[src/rtl/cpu_mem_ctrl.sv]
// cpu_mem_ctrl: turns CPU strobe edges into timed RAM cycles with wait
// states, a one-deep pending slot, reset-vector overlay and vector-page
// write protection.
module cpu_mem_ctrl #(
  parameter int unsigned WAIT_STATES = 1,
  parameter logic [15:0] VEC_BASE    = 16'hFFF0,
  parameter logic [15:0] RESET_VEC   = 16'h1000
) (
  input  logic        cpu_clk,
  input  logic        cpu_reset,
  input  logic [15:0] cpu_addr_i,
  input  logic        cpu_oe_i,
  input  logic        cpu_we_i,
  input  logic [7:0]  cpu_data_i,
  output logic [7:0]  cpu_data_o,
  output logic        cpu_busy_o,
  output logic [15:0] mem_addr_o,
  output logic        mem_cs_o,
  output logic        mem_we_o,
  output logic [7:0]  mem_data_o,
  input  logic [7:0]  mem_data_i,
  output logic        wp_err_o,
  output logic        ovf_err_o
);

  localparam int unsigned AW = 16;
  localparam int unsigned DW = 8;
  localparam int unsigned CW = 4;

  typedef enum logic {S_IDLE, S_ACCESS} state_t;

  state_t        state_q, state_d;
  logic [CW-1:0] cnt_q, cnt_d;
  logic          oe_q, oe_d, we_q, we_d;
  logic          pend_valid_q, pend_valid_d;
  logic [AW-1:0] pend_addr_q, pend_addr_d;
  logic          pend_wr_q, pend_wr_d;
  logic [DW-1:0] pend_data_q, pend_data_d;
  logic          cur_wr_q, cur_wr_d;
  logic          cur_sup_q, cur_sup_d;
  logic [AW-1:0] mem_addr_q, mem_addr_d;
  logic [DW-1:0] mem_data_q, mem_data_d;
  logic          mem_cs_q, mem_cs_d;
  logic          mem_we_q, mem_we_d;
  logic [DW-1:0] cpu_data_q, cpu_data_d;
  logic          busy_q, busy_d;
  logic          wp_err_q, wp_err_d;
  logic          ovf_err_q, ovf_err_d;

  logic          req_rd, req_wr, req, complete;
  logic          load_new, load_pend, to_slot;
  logic [AW-1:0] ld_addr;
  logic [DW-1:0] ld_data;
  logic          ld_wr, ld_sup;

  // Strobe edge detection; a simultaneous write wins over the read
  always_comb begin
    req_rd   = cpu_oe_i & ~oe_q;
    req_wr   = cpu_we_i & ~we_q;
    req      = req_rd | req_wr;
    complete = (state_q == S_ACCESS) && (cnt_q == CW'(0));
  end

  // Next-state, pending slot, and registered output values
  always_comb begin
    state_d      = state_q;
    cnt_d        = cnt_q;
    oe_d         = cpu_oe_i;
    we_d         = cpu_we_i;
    pend_valid_d = pend_valid_q;
    pend_addr_d  = pend_addr_q;
    pend_wr_d    = pend_wr_q;
    pend_data_d  = pend_data_q;
    cur_wr_d     = cur_wr_q;
    cur_sup_d    = cur_sup_q;
    mem_addr_d   = mem_addr_q;
    mem_data_d   = mem_data_q;
    cpu_data_d   = cpu_data_q;
    wp_err_d     = wp_err_q;
    ovf_err_d    = ovf_err_q;
    mem_cs_d     = 1'b0;
    mem_we_d     = 1'b0;
    busy_d       = 1'b0;
    load_new     = 1'b0;
    load_pend    = 1'b0;
    to_slot      = 1'b0;

    case (state_q)
      S_IDLE: begin
        if (req) load_new = 1'b1;
      end
      S_ACCESS: begin
        if (complete) begin
          if (!cur_wr_q) begin
            if (cur_sup_q) cpu_data_d = mem_addr_q[0] ? RESET_VEC[7:0] : RESET_VEC[15:8];
            else           cpu_data_d = mem_data_i;
          end
          if (pend_valid_q) begin
            load_pend = 1'b1;
            if (req) to_slot = 1'b1;
            else     pend_valid_d = 1'b0;
          end else if (req) begin
            load_new = 1'b1;
          end else begin
            state_d = S_IDLE;
          end
        end else begin
          cnt_d = cnt_q - CW'(1);
          if (req) begin
            if (pend_valid_q) ovf_err_d = 1'b1;
            else              to_slot   = 1'b1;
          end
        end
      end
      default: state_d = S_IDLE;
    endcase

    if (to_slot) begin
      pend_valid_d = 1'b1;
      pend_addr_d  = cpu_addr_i;
      pend_wr_d    = req_wr;
      pend_data_d  = cpu_data_i;
    end

    ld_addr = load_pend ? pend_addr_q : cpu_addr_i;
    ld_data = load_pend ? pend_data_q : cpu_data_i;
    ld_wr   = load_pend ? pend_wr_q   : req_wr;
    ld_sup  = ld_wr ? (ld_addr >= VEC_BASE) : (ld_addr[AW-1:1] == 15'h7FFF);

    if (load_new || load_pend) begin
      state_d    = S_ACCESS;
      cnt_d      = CW'(WAIT_STATES);
      mem_addr_d = ld_addr;
      mem_data_d = ld_data;
      cur_wr_d   = ld_wr;
      cur_sup_d  = ld_sup;
      if (ld_wr && ld_sup) wp_err_d = 1'b1;
    end

    mem_cs_d = (state_d == S_ACCESS) && !cur_sup_d;
    mem_we_d = mem_cs_d && cur_wr_d && (cnt_d == CW'(0));
    busy_d   = (state_d != S_IDLE) || pend_valid_d;
  end

  // State and output registers with synchronous reset
  always_ff @(posedge cpu_clk) begin
    if (cpu_reset) begin
      state_q      <= S_IDLE;
      cnt_q        <= '0;
      oe_q         <= 1'b0;
      we_q         <= 1'b0;
      pend_valid_q <= 1'b0;
      pend_addr_q  <= '0;
      pend_wr_q    <= 1'b0;
      pend_data_q  <= '0;
      cur_wr_q     <= 1'b0;
      cur_sup_q    <= 1'b0;
      mem_addr_q   <= '0;
      mem_data_q   <= '0;
      mem_cs_q     <= 1'b0;
      mem_we_q     <= 1'b0;
      cpu_data_q   <= '0;
      busy_q       <= 1'b0;
      wp_err_q     <= 1'b0;
      ovf_err_q    <= 1'b0;
    end else begin
      state_q      <= state_d;
      cnt_q        <= cnt_d;
      oe_q         <= oe_d;
      we_q         <= we_d;
      pend_valid_q <= pend_valid_d;
      pend_addr_q  <= pend_addr_d;
      pend_wr_q    <= pend_wr_d;
      pend_data_q  <= pend_data_d;
      cur_wr_q     <= cur_wr_d;
      cur_sup_q    <= cur_sup_d;
      mem_addr_q   <= mem_addr_d;
      mem_data_q   <= mem_data_d;
      mem_cs_q     <= mem_cs_d;
      mem_we_q     <= mem_we_d;
      cpu_data_q   <= cpu_data_d;
      busy_q       <= busy_d;
      wp_err_q     <= wp_err_d;
      ovf_err_q    <= ovf_err_d;
    end
  end

  // Write enable is also gated by reset so an aborted write never reaches RAM
  assign mem_we_o   = mem_we_q & ~cpu_reset;
  assign mem_cs_o   = mem_cs_q;
  assign mem_addr_o = mem_addr_q;
  assign mem_data_o = mem_data_q;
  assign cpu_data_o = cpu_data_q;
  assign cpu_busy_o = busy_q;
  assign wp_err_o   = wp_err_q;
  assign ovf_err_o  = ovf_err_q;

endmodule

[config.mk]
export PLATFORM = sky130hd
export DESIGN_NAME = cpu_mem_ctrl
export DESIGN_NICKNAME = d
export VERILOG_FILES = /design/src/rtl/cpu_mem_ctrl.sv
export SDC_FILE = /design/constraint.sdc
export NUM_CORES = 1
export LEC_CHECK = 0
export CORE_ASPECT_RATIO = 0.6
export CORE_MARGIN = 5
export CORE_UTILIZATION = 53
export CTS_CLUSTER_DIAMETER = 120
export DETAILED_ROUTE_END_ITERATION = 7
export PLACE_DENSITY = 0.95
export SLEW_MARGIN = 15
export SYNTH_ARGS = -nofsm -noshare
export SYNTH_HDL_FRONTEND = slang
export SYNTH_SLANG_ARGS = --single-unit
[constraint.sdc]
create_clock -name cpu_clk -period 3.95 [get_ports cpu_clk]
set_clock_uncertainty 0.2 [all_clocks]
set_input_delay 0.395 -clock cpu_clk [delete_from_list [all_inputs] [get_ports cpu_clk]]
set_output_delay 0.395 -clock cpu_clk [all_outputs]
set_load 0.05 [all_outputs]
Word-level counts from Yosys, hierarchy flattened
Cells that the tools add are included.
{"block": "word_totals", "regBits": 72, "input_bits": 36, "out_inout_bits": 37, "elab_cells": 74}
{"block": "classes", "addsub": 1, "order_cmp": 1, "eq_ne": 1, "muxes": 30, "n_bitwise": 10, "reduce_logical": 13}
{"cell": "$mux W1", "count": 22}
{"cell": "$ge A16 B16 Y1 const B", "count": 1}
{"cell": "$mux W16", "count": 1}
{"cell": "$mux W8", "count": 2}
{"cell": "$eq A15 B15 Y1 const B", "count": 1}
{"cell": "$mux W4", "count": 3}
{"cell": "$logic_not A4 Y1", "count": 2}
{"cell": "$not A1 Y1", "count": 6}
{"cell": "$logic_and A1 B1 Y1", "count": 5}
{"cell": "$mux W5", "count": 1}
{"cell": "$reduce_and A4 Y1", "count": 1}
{"cell": "$sub A4 B1 Y4 const B", "count": 1}
{"cell": "$and A1 B1 Y1", "count": 3}
{"cell": "$reduce_and A3 Y1", "count": 1}
{"cell": "$logic_or A1 B1 Y1", "count": 2}
{"cell": "$pmux W1 S2", "count": 1}
{"cell": "$reduce_and A2 Y1", "count": 1}
{"cell": "$logic_not A1 Y1", "count": 1}
{"cell": "$or A1 B1 Y1", "count": 1}

Logic depth before layout (Yosys ltp)
{"block": "logic_depth", "ltp_word": 13, "ltp_mapped": 9, "depth_no_buf": 7}

Worst setup path after synthesis
Ideal clock, no wire load.
{"block": "synth_timing", "path_type": "register -> register", "from": "register cnt_q[0]", "to": "register mem_we_q", "setup_time_ns": 0.065, "arrival_time_ns": 1.926, "t_required_ns": 3.685, "path_slack_ns": 1.759, "path_stages_with_launch": 9, "n_path_buf": 1, "period_less_slack_ns": 2.191, "cell_sequence": "dfxtp_1 > inv_1 > ha_1 > or3b_1 > buf_2 > a32oi_4 > o21bai_1 > or4_1 > nor2_1"}
{"block": "synth_via", "elab_chain_len": 12, "word_cells_on_any_way": 26, "cone_classes": "1 x add/sub; 1 x order compare; 1 x eq/ne; 15 x mux; 8 x reduce/logical"}
{"element": "start, declared", "line": "33", "rtl": "logic [CW-1:0] cnt_q, cnt_d;"}
{"element": "start signal, assigned", "line": "168", "rtl": "cnt_q <= cnt_d;"}
{"element": "$logic_not A4 Y1", "line": "61", "rtl": "complete = (state_q == S_ACCESS) && (cnt_q == CW'(0));"}
{"element": "$logic_and A1 B1 Y1", "line": "61"}
{"element": "$mux W1", "line": "93", "rtl": "if (complete) begin"}
{"element": "$mux W1", "line": "88", "rtl": "case (state_q)"}
{"element": "$mux W16", "line": "125", "rtl": "ld_addr = load_pend ? pend_addr_q : cpu_addr_i;"}
{"element": "$ge A16 B16 Y1 or $eq A15 B15 Y1 (tied branches)", "line": "128", "rtl": "ld_sup = ld_wr ? (ld_addr >= VEC_BASE) : (ld_addr[AW-1:1] == 15'h7FFF);"}
{"element": "$mux W1", "line": "128"}
{"element": "$mux W1", "line": "130", "rtl": "if (load_new || load_pend) begin"}
{"element": "$logic_not A1 Y1", "line": "140", "rtl": "mem_cs_d = (state_d == S_ACCESS) && !cur_sup_d;"}
{"element": "$logic_and A1 B1 Y1", "line": "140"}
{"element": "$logic_and A1 B1 Y1", "line": "141", "rtl": "mem_we_d = mem_cs_d && cur_wr_d && (cnt_d == CW'(0));"}
{"element": "$logic_and A1 B1 Y1 *", "line": "141"}
{"element": "end signal, assigned", "line": "180", "rtl": "mem_we_q <= mem_we_d;"}
{"element": "end, declared", "line": "44", "rtl": "logic mem_we_q, mem_we_d;"}
Mark *: on every way between the ends. The rest lies on a longest branch, timed or not.
A chain may end at the register's enable or synchronous reset.

Worst setup path after layout
{"block": "layout_timing", "from": "register cnt_q[0]", "to": "register mem_data_q[5], in the netlist mem_data_o[5]"}
{"block": "layout_via", "elab_chain_len": 5, "word_cells_on_any_way": 8, "cone_classes": "5 x mux; 3 x reduce/logical"}
{"element": "$logic_not A4 Y1 *", "line": "61"}
{"element": "$logic_and A1 B1 Y1 *", "line": "61"}
{"element": "$mux W1", "line": "93"}
{"element": "$pmux W1 S2 or $mux W1 (tied branches)", "line": "88"}
{"element": "$logic_or A1 B1 Y1 or $mux W8 (tied branches)", "line": "130, 126"}
{"element": "end signal, assigned", "line": "178", "rtl": "mem_data_q <= mem_data_d;"}
{"element": "end, declared", "line": "42", "rtl": "logic [DW-1:0] mem_data_q, mem_data_d;"}
Marks and branches as above.

==> results_dict.tcl <==
set metrics [dict create \
    worst_hold_startpoint "cpu_data_o[1]" \
    rsz0062_at_grt "no" \
    syn_area_um2 2990 \
    status "complete, no violations" \
    powerDensity_nw_per_um2 480 \
    ant_nets 0 \
    post-route-period-util_pct 80.6 \
    start_util_pct 54.2 \
    reg2reg_from "cnt_q[0]" \
    start_kind "flip-flop" \
    layout.area.seq_um2 1440 \
    core_um2 5520 \
    crit_type "flip-flop to flip-flop" \
    drt_pass1_iterations 7 \
    clock_sinks 72 \
    ir_drop_v 0.000274 \
    fmax_ghz 0.314 \
    finalPower_uw 1870 \
    grt_max_degree 72 \
    drive_gt1_share_pct 6.02 \
    antenna_found_initial 0 \
    place_area_um2 3720 \
    synth_cell_types 35 \
    cts_resized 0 \
    maxCapViolations 0 \
    hold_path_class "flip-flop to flip-flop" \
    routed_wl_um 7860 \
    cp.arrival_ns 3.22 \
    cts_tree "done" \
    die_w_um 107 \
    numCtsBuffers 9 \
    drv_slew 0 \
    worst_pin_slew_ns 0.794 \
    die_h_um 68.2 \
    clk_path_buf_depth 2 \
    fillCellCount 428 \
    vias 2680 \
    drc 0 \
    grt_overflow 0 \
    fp.dieArea_um2 7300 \
    tns_ns 0 \
    h-tree-depth 3 \
    cp_data_required_time_ns 3.99 \
    port_buffers 72 \
    syn_nets 369 \
    holdBufCountCts 0 \
    drtIter0Drc 231 \
    insertion_delay_ns 0.35 \
    antenna_cells 0 \
    setup_viol 0 \
    startpoint "cnt_q[0]" \
    globalplace.congestion 0.901 \
    row_count 21 \
    nets 433 \
    ys_seq_elements 72 \
    p_leak_uw 0.00152 \
    clkSlewWorstSetupHoldPaths_ns 0.07 \
    multi_input_area_um2 1440 \
    synth_seq_area_share_pct 48.2 \
    cp_max_fo 20 \
    dp_hpwl_um 5230 \
    yosys_warnings 0 \
    slowest_delay_ns 0.76 \
    crit_slowest_cell "nor2_2" \
    final_area_um2 3900 \
    postSynthAreaPerCell_um2 9.04 \
    root_buffer "clkbuf_8" \
    period_needed_ns 3.18 \
    via_per_inst 5.73 \
    cts_post_setup_buffers_inserted 0 \
    syn2layout_area_growth_pct 30.2 \
    synthCells 331 \
    grt_pass1_vias 2663 \
    io_pins 73 \
    grt_pass1_wl_um 12900 \
    worstSetupEndpointType "flip-flop" \
    finalHoldViolCount 0 \
    wl_per_cell_um 16.8 \
    maxSlewHeadroom_pct 47.0 \
    path_cells "inv_1 > ha_1 > or3b_1 > nor2_2 > buf_4 > mux2i_1 > a211oi_1" \
    grt_usage_pct 23.0 \
]
## stage by stage
stage / hold WS [ns] / cells / utilization (%) / worst slack [ns]
final: 0.252 / 468 / 70.6 / 0.766
after global routing: 0.283 / 468 / 70.6 / 0.607
after CTS: 0.255 / 468 / 70.6 / 0.846
after detailed placement: 0.245 / 453 / 67.5 / 0.923
after global placement: 0.238 / 453 / 67.5 / 1.14
after floorplan: 0.263 / 331 / - / 1.76
## registers in the layout (all words and copies together) (netlist names), 4 cells and up
signal       count
mem_addr_o      16
cpu_data_o       8
pend_data_q      8
pend_addr_q     16
mem_data_o       8
cnt_q            4
## cells in the mapped netlist, drive strengths merged
| master | number | area [µm²] |
|---|---|---|
| dfxtp | 72 | 1440 |
| nor2 | 61 | 231 |
| mux2i | 34 | 340 |
| nand2 | 27 | 101 |
| o21ai | 17 | 85.1 |
| clkbuf | 16 | 60.1 |
| a311oi | 15 | 131 |
| a21oi | 14 | 70.1 |
| a211oi | 11 | 82.6 |
| nand3b | 8 | 60.1 |
| buf | 7 | 40.0 |
| nand4 | 6 | 37.5 |
| nor2b | 6 | 37.5 |
| nor3 | 5 | 25.0 |
| a31oi | 4 | 25.0 |
| inv | 4 | 15.0 |
| nand3 | 3 | 15.0 |
| xnor2 | 3 | 26.3 |
| a32oi | 2 | 36.3 |
| and2 | 2 | 12.5 |
| ha | 2 | 25.0 |
| nand2b | 2 | 12.5 |
| or3b | 2 | 17.5 |
| a31o | 1 | 8.76 |
| a32o | 1 | 10.0 |
| nor3b | 1 | 7.51 |
| nor4 | 1 | 6.26 |
| nor4b | 1 | 8.76 |
| o21bai | 1 | 7.51 |
| or2 | 1 | 6.26 |
| or4 | 1 | 7.51 |
## path summary, 6_finish.rpt
path                   end  slack, ns  cells after the start
min          cpu_data_o[1]       0.25                      2
max reg2reg  mem_data_o[5]       0.77                      7
max          mem_data_o[5]       0.77                      7
min reg2reg  cpu_data_o[1]       0.25                      2
## placed cells by master, fill, tap and decap left out, drive strengths merged, types with 3 or more instances in the layout
master and count:
o21ai 17, nand3b 8, a31oi 4, xnor2 3
buf 5, nand4 6, nand2 27, clkdlybuf4s50 71
a21oi 14, dfxtp 72, a211oi 11, inv 4
nand3 3, clkbuf 12, mux2i 34, nor2 61
nor2b 6, a311oi 15, nor3 5
## layout make-up
type                            instances  area share, %
Timing Repair Buffer                   76           19.1
Clock buffer                           12           3.98
Sequential cell                        72           37.0
Clock inverter                          3          0.450
Tap cell                               69           2.22
Inverter                                4          0.385
Multi-Input combinational cell        232           36.8
## worst max-delay path, delay by kind of cell (launching register included)
kind                     cells  cell delay, ns
flip-flops                   1            0.36
multiplexers                 1            0.11
buffers and inverters        2            0.46
AND/OR/NAND/NOR              2            1.44
adder cells (fa/ha/maj)      1            0.20
AO/OA/AOI/OAI                1            0.30
## where the power goes
group	switching [µW]	leakage (µW)	internal [µW]
clock	254	0.0000882	257
sequential	49.5	0.000591	795
combinational	325	0.000841	189
## cell families (layout without fill, tap and decap cells)
family / count (synthesis) / count (layout) / synth area share [%]
AND/OR/NAND/NOR: 127 / 127 / 19.6
AO/OA/AOI/OAI: 66 / 66 / 15.3
multiplexers: 34 / 34 / 11.4
flip-flops: 72 / 72 / 48.2
XOR/XNOR: 3 / 3 / 0.878
buffers and inverters: 27 / 95 / 3.85
adder cells (fa/ha/maj): 2 / 2 / 0.836
## metal layers
metal	GRT usage, %	share of wire, %	vias up
met5	0	0	-
met1	28.8	44	1250
met4	7.50	1.3	0
li1	-	-	1301
met2	37.0	47	117
met3	9.05	8.2	12
(Power assumes the default switching activity.)
